## src/rtl/div_pkg.sv

```systemverilog
// Shared types and constants for the sequential divider.
// Macro DIV_SIGNED_EN (consumed by seq_divider_param) enables the FIX state.
package div_pkg;

    // Upper bound on the divider width; the all-ones helper is sized to it.
    localparam int MAX_WIDTH = 32;

    // FIX is only visited when signed operation is compiled in.
    typedef enum logic [1:0] {
        IDLE = 2'd0,
        CALC = 2'd1,
        FIX  = 2'd2,
        DONE = 2'd3
    } div_state_e;

    // Quotient reported for a zero divisor: all ones in the low 'width' bits.
    function automatic logic [MAX_WIDTH-1:0] dz_quotient(input int width);
        return {MAX_WIDTH{1'b1}} >> (MAX_WIDTH - width);
    endfunction

endpackage

```

## src/rtl/seq_divider_param_if.sv

```systemverilog
// Operand and result channels of seq_divider_param.
//
// Handshake: a transfer happens on a rising clk edge where valid && ready.
// A source holds valid and its payload stable until that edge; ready may
// toggle freely and is never required before valid is raised.
interface seq_divider_param_if #(
    parameter int WIDTH = 8
);
    logic             in_valid;
    logic             in_ready;
    logic [WIDTH-1:0] dividend;
    logic [WIDTH-1:0] divisor;
    logic             out_valid;
    logic             out_ready;
    logic [WIDTH-1:0] quotient;
    logic [WIDTH-1:0] remainder;
    logic             div_by_zero;
    logic             busy;

    // Requester side: supplies operands, consumes results.
    modport master (
        output in_valid, dividend, divisor, out_ready,
        input  in_ready, out_valid, quotient, remainder, div_by_zero, busy
    );

    // Divider side.
    modport slave (
        input  in_valid, dividend, divisor, out_ready,
        output in_ready, out_valid, quotient, remainder, div_by_zero, busy
    );
endinterface

```

## src/rtl/div_step.sv

```systemverilog
// One restoring-division iteration: shift the next dividend bit into the
// partial remainder and subtract the divisor when it fits.
module div_step #(
    parameter int WIDTH = 8
) (
    input  logic [WIDTH:0]   p_i,
    input  logic             bit_i,
    input  logic [WIDTH-1:0] divisor_i,
    output logic [WIDTH:0]   p_o,
    output logic             q_o
);

    // The stored remainder is always below the divisor, so its MSB is zero;
    // it still takes part in the compare to keep the step exact.
    always_comb begin
        q_o = ({p_i, bit_i} >= {2'b00, divisor_i});
        p_o = q_o ? (WIDTH+1)'({p_i, bit_i} - {2'b00, divisor_i})
                  : {p_i[WIDTH-1:0], bit_i};
    end

endmodule

```

## src/rtl/seq_divider_param.sv

```systemverilog
// Iterative restoring divider, one quotient bit per clock, valid/ready on
// both the operand and the result channel.
// Optional macro DIV_SIGNED_EN: two's-complement operands with a 1-cycle
// FIX state that applies the result signs (truncation toward zero).
module seq_divider_param
    import div_pkg::*;
#(
    parameter int WIDTH = 8
) (
    input  logic                clk,
    input  logic                rst,
    seq_divider_param_if.slave  bus,
    output div_state_e          state_o
);

    localparam int CNT_W = $clog2(WIDTH + 1);
    localparam logic [MAX_WIDTH-1:0] DZ_ALL = dz_quotient(WIDTH);

    div_state_e       state_q;
    logic [CNT_W-1:0] cnt_q;
    logic [WIDTH-1:0] dvd_q;       // dividend shifting out, quotient shifting in
    logic [WIDTH-1:0] dsr_q;       // divisor (magnitude in signed builds)
    logic [WIDTH:0]   p_q;         // partial remainder
    logic [WIDTH-1:0] quotient_q;
    logic [WIDTH-1:0] remainder_q;
    logic             div_by_zero_q;
    logic             out_valid_q;
    logic             in_ready_q;
    logic             busy_q;

    logic [WIDTH:0]   step_p_d;
    logic             step_q_d;
    logic [WIDTH-1:0] mag_a_d;
    logic [WIDTH-1:0] mag_b_d;

`ifdef DIV_SIGNED_EN
    logic neg_q_q;
    logic neg_r_q;
    logic sign_a_d;
    logic sign_b_d;

    // Operand magnitudes; MIN maps onto itself, which the unsigned core
    // divides correctly as 2**(WIDTH-1).
    always_comb begin
        sign_a_d = bus.dividend[WIDTH-1];
        sign_b_d = bus.divisor[WIDTH-1];
        mag_a_d  = sign_a_d ? (~bus.dividend + 1'b1) : bus.dividend;
        mag_b_d  = sign_b_d ? (~bus.divisor + 1'b1) : bus.divisor;
    end
`else
    // Unsigned build: operands go straight into the core.
    always_comb begin
        mag_a_d = bus.dividend;
        mag_b_d = bus.divisor;
    end
`endif

    div_step #(.WIDTH(WIDTH)) u_step (
        .p_i       (p_q),
        .bit_i     (dvd_q[WIDTH-1]),
        .divisor_i (dsr_q),
        .p_o       (step_p_d),
        .q_o       (step_q_d)
    );

    // Control FSM with datapath and registered outputs. In DONE, the first
    // cycle loads the result registers and raises out_valid; they then hold
    // until the consumer takes them.
    always_ff @(posedge clk) begin
        if (rst) begin
            state_q       <= IDLE;
            cnt_q         <= '0;
            dvd_q         <= '0;
            dsr_q         <= '0;
            p_q           <= '0;
            quotient_q    <= '0;
            remainder_q   <= '0;
            div_by_zero_q <= 1'b0;
            out_valid_q   <= 1'b0;
            in_ready_q    <= 1'b1;
            busy_q        <= 1'b0;
`ifdef DIV_SIGNED_EN
            neg_q_q       <= 1'b0;
            neg_r_q       <= 1'b0;
`endif
        end else begin
            case (state_q)
                IDLE: begin
                    if (bus.in_valid) begin
                        in_ready_q    <= 1'b0;
                        busy_q        <= 1'b1;
                        div_by_zero_q <= (bus.divisor == '0);
                        if (bus.divisor == '0) begin
                            dvd_q   <= DZ_ALL[WIDTH-1:0];
                            p_q     <= {1'b0, bus.dividend};
                            state_q <= DONE;
                        end else begin
                            dvd_q   <= mag_a_d;
                            dsr_q   <= mag_b_d;
                            p_q     <= '0;
                            cnt_q   <= CNT_W'(WIDTH);
                            state_q <= CALC;
`ifdef DIV_SIGNED_EN
                            neg_q_q <= sign_a_d ^ sign_b_d;
                            neg_r_q <= sign_a_d;
`endif
                        end
                    end
                end
                CALC: begin
                    p_q   <= step_p_d;
                    dvd_q <= {dvd_q[WIDTH-2:0], step_q_d};
                    cnt_q <= cnt_q - 1'b1;
                    if (cnt_q == CNT_W'(1)) begin
`ifdef DIV_SIGNED_EN
                        state_q <= FIX;
`else
                        state_q <= DONE;
`endif
                    end
                end
`ifdef DIV_SIGNED_EN
                FIX: begin
                    if (neg_q_q) dvd_q <= ~dvd_q + 1'b1;
                    if (neg_r_q) p_q <= {1'b0, ~p_q[WIDTH-1:0] + 1'b1};
                    state_q <= DONE;
                end
`endif
                DONE: begin
                    if (!out_valid_q) begin
                        quotient_q  <= dvd_q;
                        remainder_q <= p_q[WIDTH-1:0];
                        out_valid_q <= 1'b1;
                    end else if (bus.out_ready) begin
                        out_valid_q <= 1'b0;
                        in_ready_q  <= 1'b1;
                        busy_q      <= 1'b0;
                        state_q     <= IDLE;
                    end
                end
                default: state_q <= IDLE;
            endcase
        end
    end

    assign bus.in_ready    = in_ready_q;
    assign bus.out_valid   = out_valid_q;
    assign bus.quotient    = quotient_q;
    assign bus.remainder   = remainder_q;
    assign bus.div_by_zero = div_by_zero_q;
    assign bus.busy        = busy_q;
    assign state_o         = state_q;

endmodule

```

## src/flat_wrapper.sv

```systemverilog
// flat-port wrapper written by rule: the top's interface ports become plain ports
module seq_divider_param_flat import div_pkg::*;
#(
    parameter int WIDTH = 8
)
  (clk, rst, state_o, bus_in_valid, bus_dividend, bus_divisor, bus_out_ready, bus_in_ready, bus_out_valid, bus_quotient, bus_remainder, bus_div_by_zero, bus_busy);
  seq_divider_param_if #(.WIDTH(WIDTH)) bus_i ();
  input  logic clk;
  input  logic rst;
  output div_state_e state_o;
  input wire logic [$bits(bus_i.in_valid)-1:0] bus_in_valid;
  input wire logic [$bits(bus_i.dividend)-1:0] bus_dividend;
  input wire logic [$bits(bus_i.divisor)-1:0] bus_divisor;
  input wire logic [$bits(bus_i.out_ready)-1:0] bus_out_ready;
  output wire logic [$bits(bus_i.in_ready)-1:0] bus_in_ready;
  output wire logic [$bits(bus_i.out_valid)-1:0] bus_out_valid;
  output wire logic [$bits(bus_i.quotient)-1:0] bus_quotient;
  output wire logic [$bits(bus_i.remainder)-1:0] bus_remainder;
  output wire logic [$bits(bus_i.div_by_zero)-1:0] bus_div_by_zero;
  output wire logic [$bits(bus_i.busy)-1:0] bus_busy;
  assign bus_i.in_valid = bus_in_valid;
  assign bus_i.dividend = bus_dividend;
  assign bus_i.divisor = bus_divisor;
  assign bus_i.out_ready = bus_out_ready;
  assign bus_in_ready = bus_i.in_ready;
  assign bus_out_valid = bus_i.out_valid;
  assign bus_quotient = bus_i.quotient;
  assign bus_remainder = bus_i.remainder;
  assign bus_div_by_zero = bus_i.div_by_zero;
  assign bus_busy = bus_i.busy;
  seq_divider_param #(.WIDTH(WIDTH)) u_core (.clk(clk), .rst(rst), .bus(bus_i), .state_o(state_o));
endmodule
```

## config.mk

```make
export PLATFORM = sky130hd
export DESIGN_NAME = seq_divider_param_flat
export DESIGN_NICKNAME = d
export VERILOG_FILES = /design/src/rtl/div_pkg.sv /design/src/rtl/seq_divider_param_if.sv /design/src/rtl/div_step.sv /design/src/rtl/seq_divider_param.sv /design/src/flat_wrapper.sv
export SDC_FILE = /design/constraint.sdc
export NUM_CORES = 1
export LEC_CHECK = 0
export CAP_MARGIN = 20
export CORE_MARGIN = 4
export CORE_UTILIZATION = 40
export CTS_CLUSTER_SIZE = 30
export DETAILED_ROUTE_END_ITERATION = 10
export GPL_ROUTABILITY_DRIVEN = 0
export PLACE_DENSITY = 0.72
export SYNTH_ARGS = -nofsm -noshare
export SYNTH_HDL_FRONTEND = slang
export SYNTH_SLANG_ARGS = --single-unit
```

## constraint.sdc

```tcl
create_clock -name clk -period 2.45 [get_ports clk]
set_input_delay 0.3675 -clock clk [delete_from_list [all_inputs] [get_ports clk]]
set_output_delay 0.3675 -clock clk [all_outputs]
set_load 0.02 [all_outputs]
```

==> key figures <==
Pwr
  – Power per standard cell area: ~870 nW/um^2
  – Max VDD drop: between 400 and 500 uV
  – Pleak: between 1 and 1.5 nW

GRT
  – Initial antenna violation count: 0
  – Vias in the first global route: 2238
  – First-pass GRT wire length: 10410 um
  – Largest net degree at the start of global routing: 28
  – Global route overflow: 0
  – Tot GR Track Use: 0.1646

Yosys
  – Top-area cell type share of the netlist area: 0.3880
  – Number of synthesized flops with an enable pin: 0
  – Synth Area in XOR/XNOR: 0.01664
  – Avg Inst Size Synth: 8.071 um^2
  – Post-synth net total: 357
  – Post-synth top area cell: dfxtp_1
  – Synth Register Bits: between 50 and 60
  – Ys async rst share: 0
  – Post-Synth Simple-Gate Area: 0.2311
  – Synth Warn #: 0
  – Mapped Cells: between 300 and 400
  – Netlist cell types: 65
  – Predominant post-synthesis flop cell: dfxtp_1
  – Sequential-to-total area share from yosys stat: 0.3880
  – Post-Syn Area: about 2600 um^2
  – Synth Area in Adders: 0.05516
  – Post-synthesis mux area share: 0.007608
  – Largest family of logic cells by synthesized area: compound AO/OA/AOI/OAI gates
  – Compound-Gate Fraction of Synth Area: 0.2463
  – Largest cells by area after synthesis: dfxtp_1 (39%), nand2_1 (9.7%), a21oi_1 (6.5%)

Clock tree
  – Clk sinks: 51
  – Clock Pin Slew Worst Setup and Hold Paths: about 100 ps
  – Clock Latency Late Sink: ~300 ps
  – H-tree depth: 2
  – CTS tree: yes
  – Num CTS Buffers: 5
  – Root buf cell: clkbuf_8
  – Maximum clock insertion buffer count: 2

Drt
  – Vias: between 2000 and 2500
  – Starting DRT DRC Count: between 150 and 200
  – DRC viols: 0
  – Antenna-violating nets left: 0
  – WL final: roughly 6500 um
  – DRT Pass-1 Iters: 4
  – Routed vias/inst: 5.499
  – WL/cell: about 14 um

Finish
  – Antenna cells: 0
  – NumNets Final: just under 400
  – Finished Layout Cells: approximately 450
  – Share of cells above drive strength 1: 0.08967
  – Layout area overhead: 24.54%

Critical path
  – Crit-path leading delay family: compound AO/OA/AOI/OAI gates
  – Crit path required time: between 2000 and 3000 ps
  – WP buf/inv: 3
  – Crit end category: flip-flop
  – Slowest Stage Delay on Critical Path: roughly 430 ps
  – Critical path launch point type: flip-flop
  – Worst path cell trace: inv_1, ha_1, inv_1, fa_1, a211oi_2, o21ai_2, a21boi_4, buf_4, nand4b_1, o311ai_1
  – CP max FO: 10
  – Most frequent CP cell: inv_1
  – Critical path's slowest cell: fa_1
  – Crit path DAT: between 2000 and 3000 ps
  – WS Path Type: reg2reg

Placement
  – Cell Count Post-Placement: 433
  – PortBufs: 41
  – Post-DP HPWL: 4711 um

Die
  – Die width: between 80 and 90 um
  – Chip height: slightly below 90 um
  – IO Count: 42
  – CORE AREA: about 6400 um^2
  – Rows: 29
  – Starting density of the core: 0.4120
  – Total die area: 7940 um^2

Min path
  – Worst Hold Class: reg2reg

STA
  – RSZ-0062 raised after global routing: no
  – Final hold viol count: 0
  – Max-slew violation count: 0
  – Post-route setup TNS: 0 ps
  – Setup violators final: 0
  – Tightest Pin Transition: 554.9 ps
  – Final Cycle Share: 0.9377
  – Final Critical Period: approximately 2300 ps
  – Fmax: between 400 and 500 MHz
  – Worst Skew: 6.746 ps
  – Max-slew headroom: 0.6289

Status
  – Outcome: finished clean

Run
  – Max-cap violation count: 0
==> layout make-up <==
cell class	instances	area (um^2)
repair buffers	53	500.5
multi-input cells	242	1470
well taps	77	96.34
clock inverters	3	67.56
fillers	660	3109
clock buffers	5	68.82
inverters	14	52.55
flip-flops and latches	51	1021
==> cell usage after synthesis, types with 3 or more instances <==
cell	count
nand2_1	68
o21ai_0	8
a211oi_1	8
nor2_1	25
dfxtp_1	51
a21oi_1	34
nor3_1	8
o21ai_1	3
buf_2	7
clkbuf_1	8
or4_1	3
ha_1	10
xor2_1	4
nand2b_1	5
inv_1	14
a31oi_1	5
a311oi_1	4
==> cells in the final DEF (no fill, tap or decap), types with 2 or more instances in the layout <==
master,synthesis,layout
mux2i_1,2,2
a21oi_1,34,34
nor2b_1,2,2
ha_1,10,10
o31ai_1,2,2
a22oi_1,2,2
clkbuf_8,0,5
nor3_1,8,8
a311oi_1,4,4
bufinv_16,0,2
nor4_1,2,2
o21a_1,2,2
buf_4,1,12
xor2_1,4,4
dfxtp_1,51,51
inv_1,14,14
clkdlybuf4s50_1,0,41
or4_1,3,3
nand3_1,2,2
nand4b_1,2,2
o21ai_0,8,8
o22ai_1,2,2
a31oi_1,5,5
o21ai_1,3,3
nand2_1,68,68
a211oi_1,8,7
nand4_1,2,2
a21o_1,2,2
nand2b_1,5,5
a2bb2oi_1,2,2
nor4_2,2,2
nor2_1,25,25
==> state kept, by name (all words and copies together) (netlist names) <==
name / cells
u_core.bus.busy: 1
u_core.bus.div_by_zero: 1
u_core.bus.in_ready: 1
u_core.bus.out_valid: 1
u_core.bus.quotient: 8
u_core.bus.remainder: 8
u_core.cnt_q: 4
u_core.dsr_q: 8
u_core.dvd_q: 8
u_core.p_q: 9
u_core.state_o: 2
==> where the power goes <==
group	total [mW]	internal (mW)	leakage [nW]	switching (mW)
clock network	0.687	0.407	0.0644	0.280
logic	1.14	0.557	0.718	0.586
registers	1.02	0.918	0.417	0.103
==> path summary, 6_finish.rpt <==
| check | startpoint | to | slack (ps) | cells after the start |
|---|---|---|---|---|
| worst max-delay path | u_core.dvd_q[7] | u_core.p_q[7] | 150 | 10 |
| worst min-delay path | u_core.bus.remainder[6] | u_core.bus.remainder[6] | 460 | 2 |
| worst max register to register | u_core.dvd_q[7] | u_core.p_q[7] | 150 | 10 |
| worst min register to register | u_core.bus.remainder[6] | u_core.bus.remainder[6] | 460 | 2 |
==> cells by family after synthesis <==
family | after synthesis
muxes | 2
AOI/OAI and AO/OA | 94
and+or+nand+nor | 130
DFF | 51
adders and majority gates | 11
buffers and inverters | 33
xor gates and xnor gates | 5
==> what timing repair did <==
item,CTS,global route
endpoints found under the setup margin,0,5
buffers inserted,0,4
resized for setup,0,1
hold buffers,0,0
==> through the flow <==
step	instance area [um^2]	hold WS, ps	power [mW]	setup WS, ps	utilization
global route	3277	473.3	3.017	6.259	0.5131
finish	3277	457.0	2.850	152.5	0.5131
detailed placement	3105	446.9	2.050	71.21	0.4863
CTS	3242	460.6	2.736	52.15	0.5076
floorplan	2631	436.3	1.820	320.7	-
global placement	3105	443.1	2.030	153.5	0.4863
==> worst reg2reg max path: cells and delay by family (launching register included) <==
family / cells / cell delay, ps
buffers and inverters: 3 / 340
adder cells (fa/ha/maj): 2 / 600
AND/OR/NAND/NOR: 1 / 100
flip-flops: 1 / 340
AO/OA/AOI/OAI: 4 / 850
==> routing by layer <==
metal  vias to the layer above  global-route usage  routed length [um]
li1                       1248                   -                   -
met1                      1108              0.2315                3183
met2                        85              0.2592                2804
met3                         6             0.03226                 408
met4                         0             0.04195                  54
met5                         -                   0                   0
Note: power is estimated with default switching activity, not from simulation.
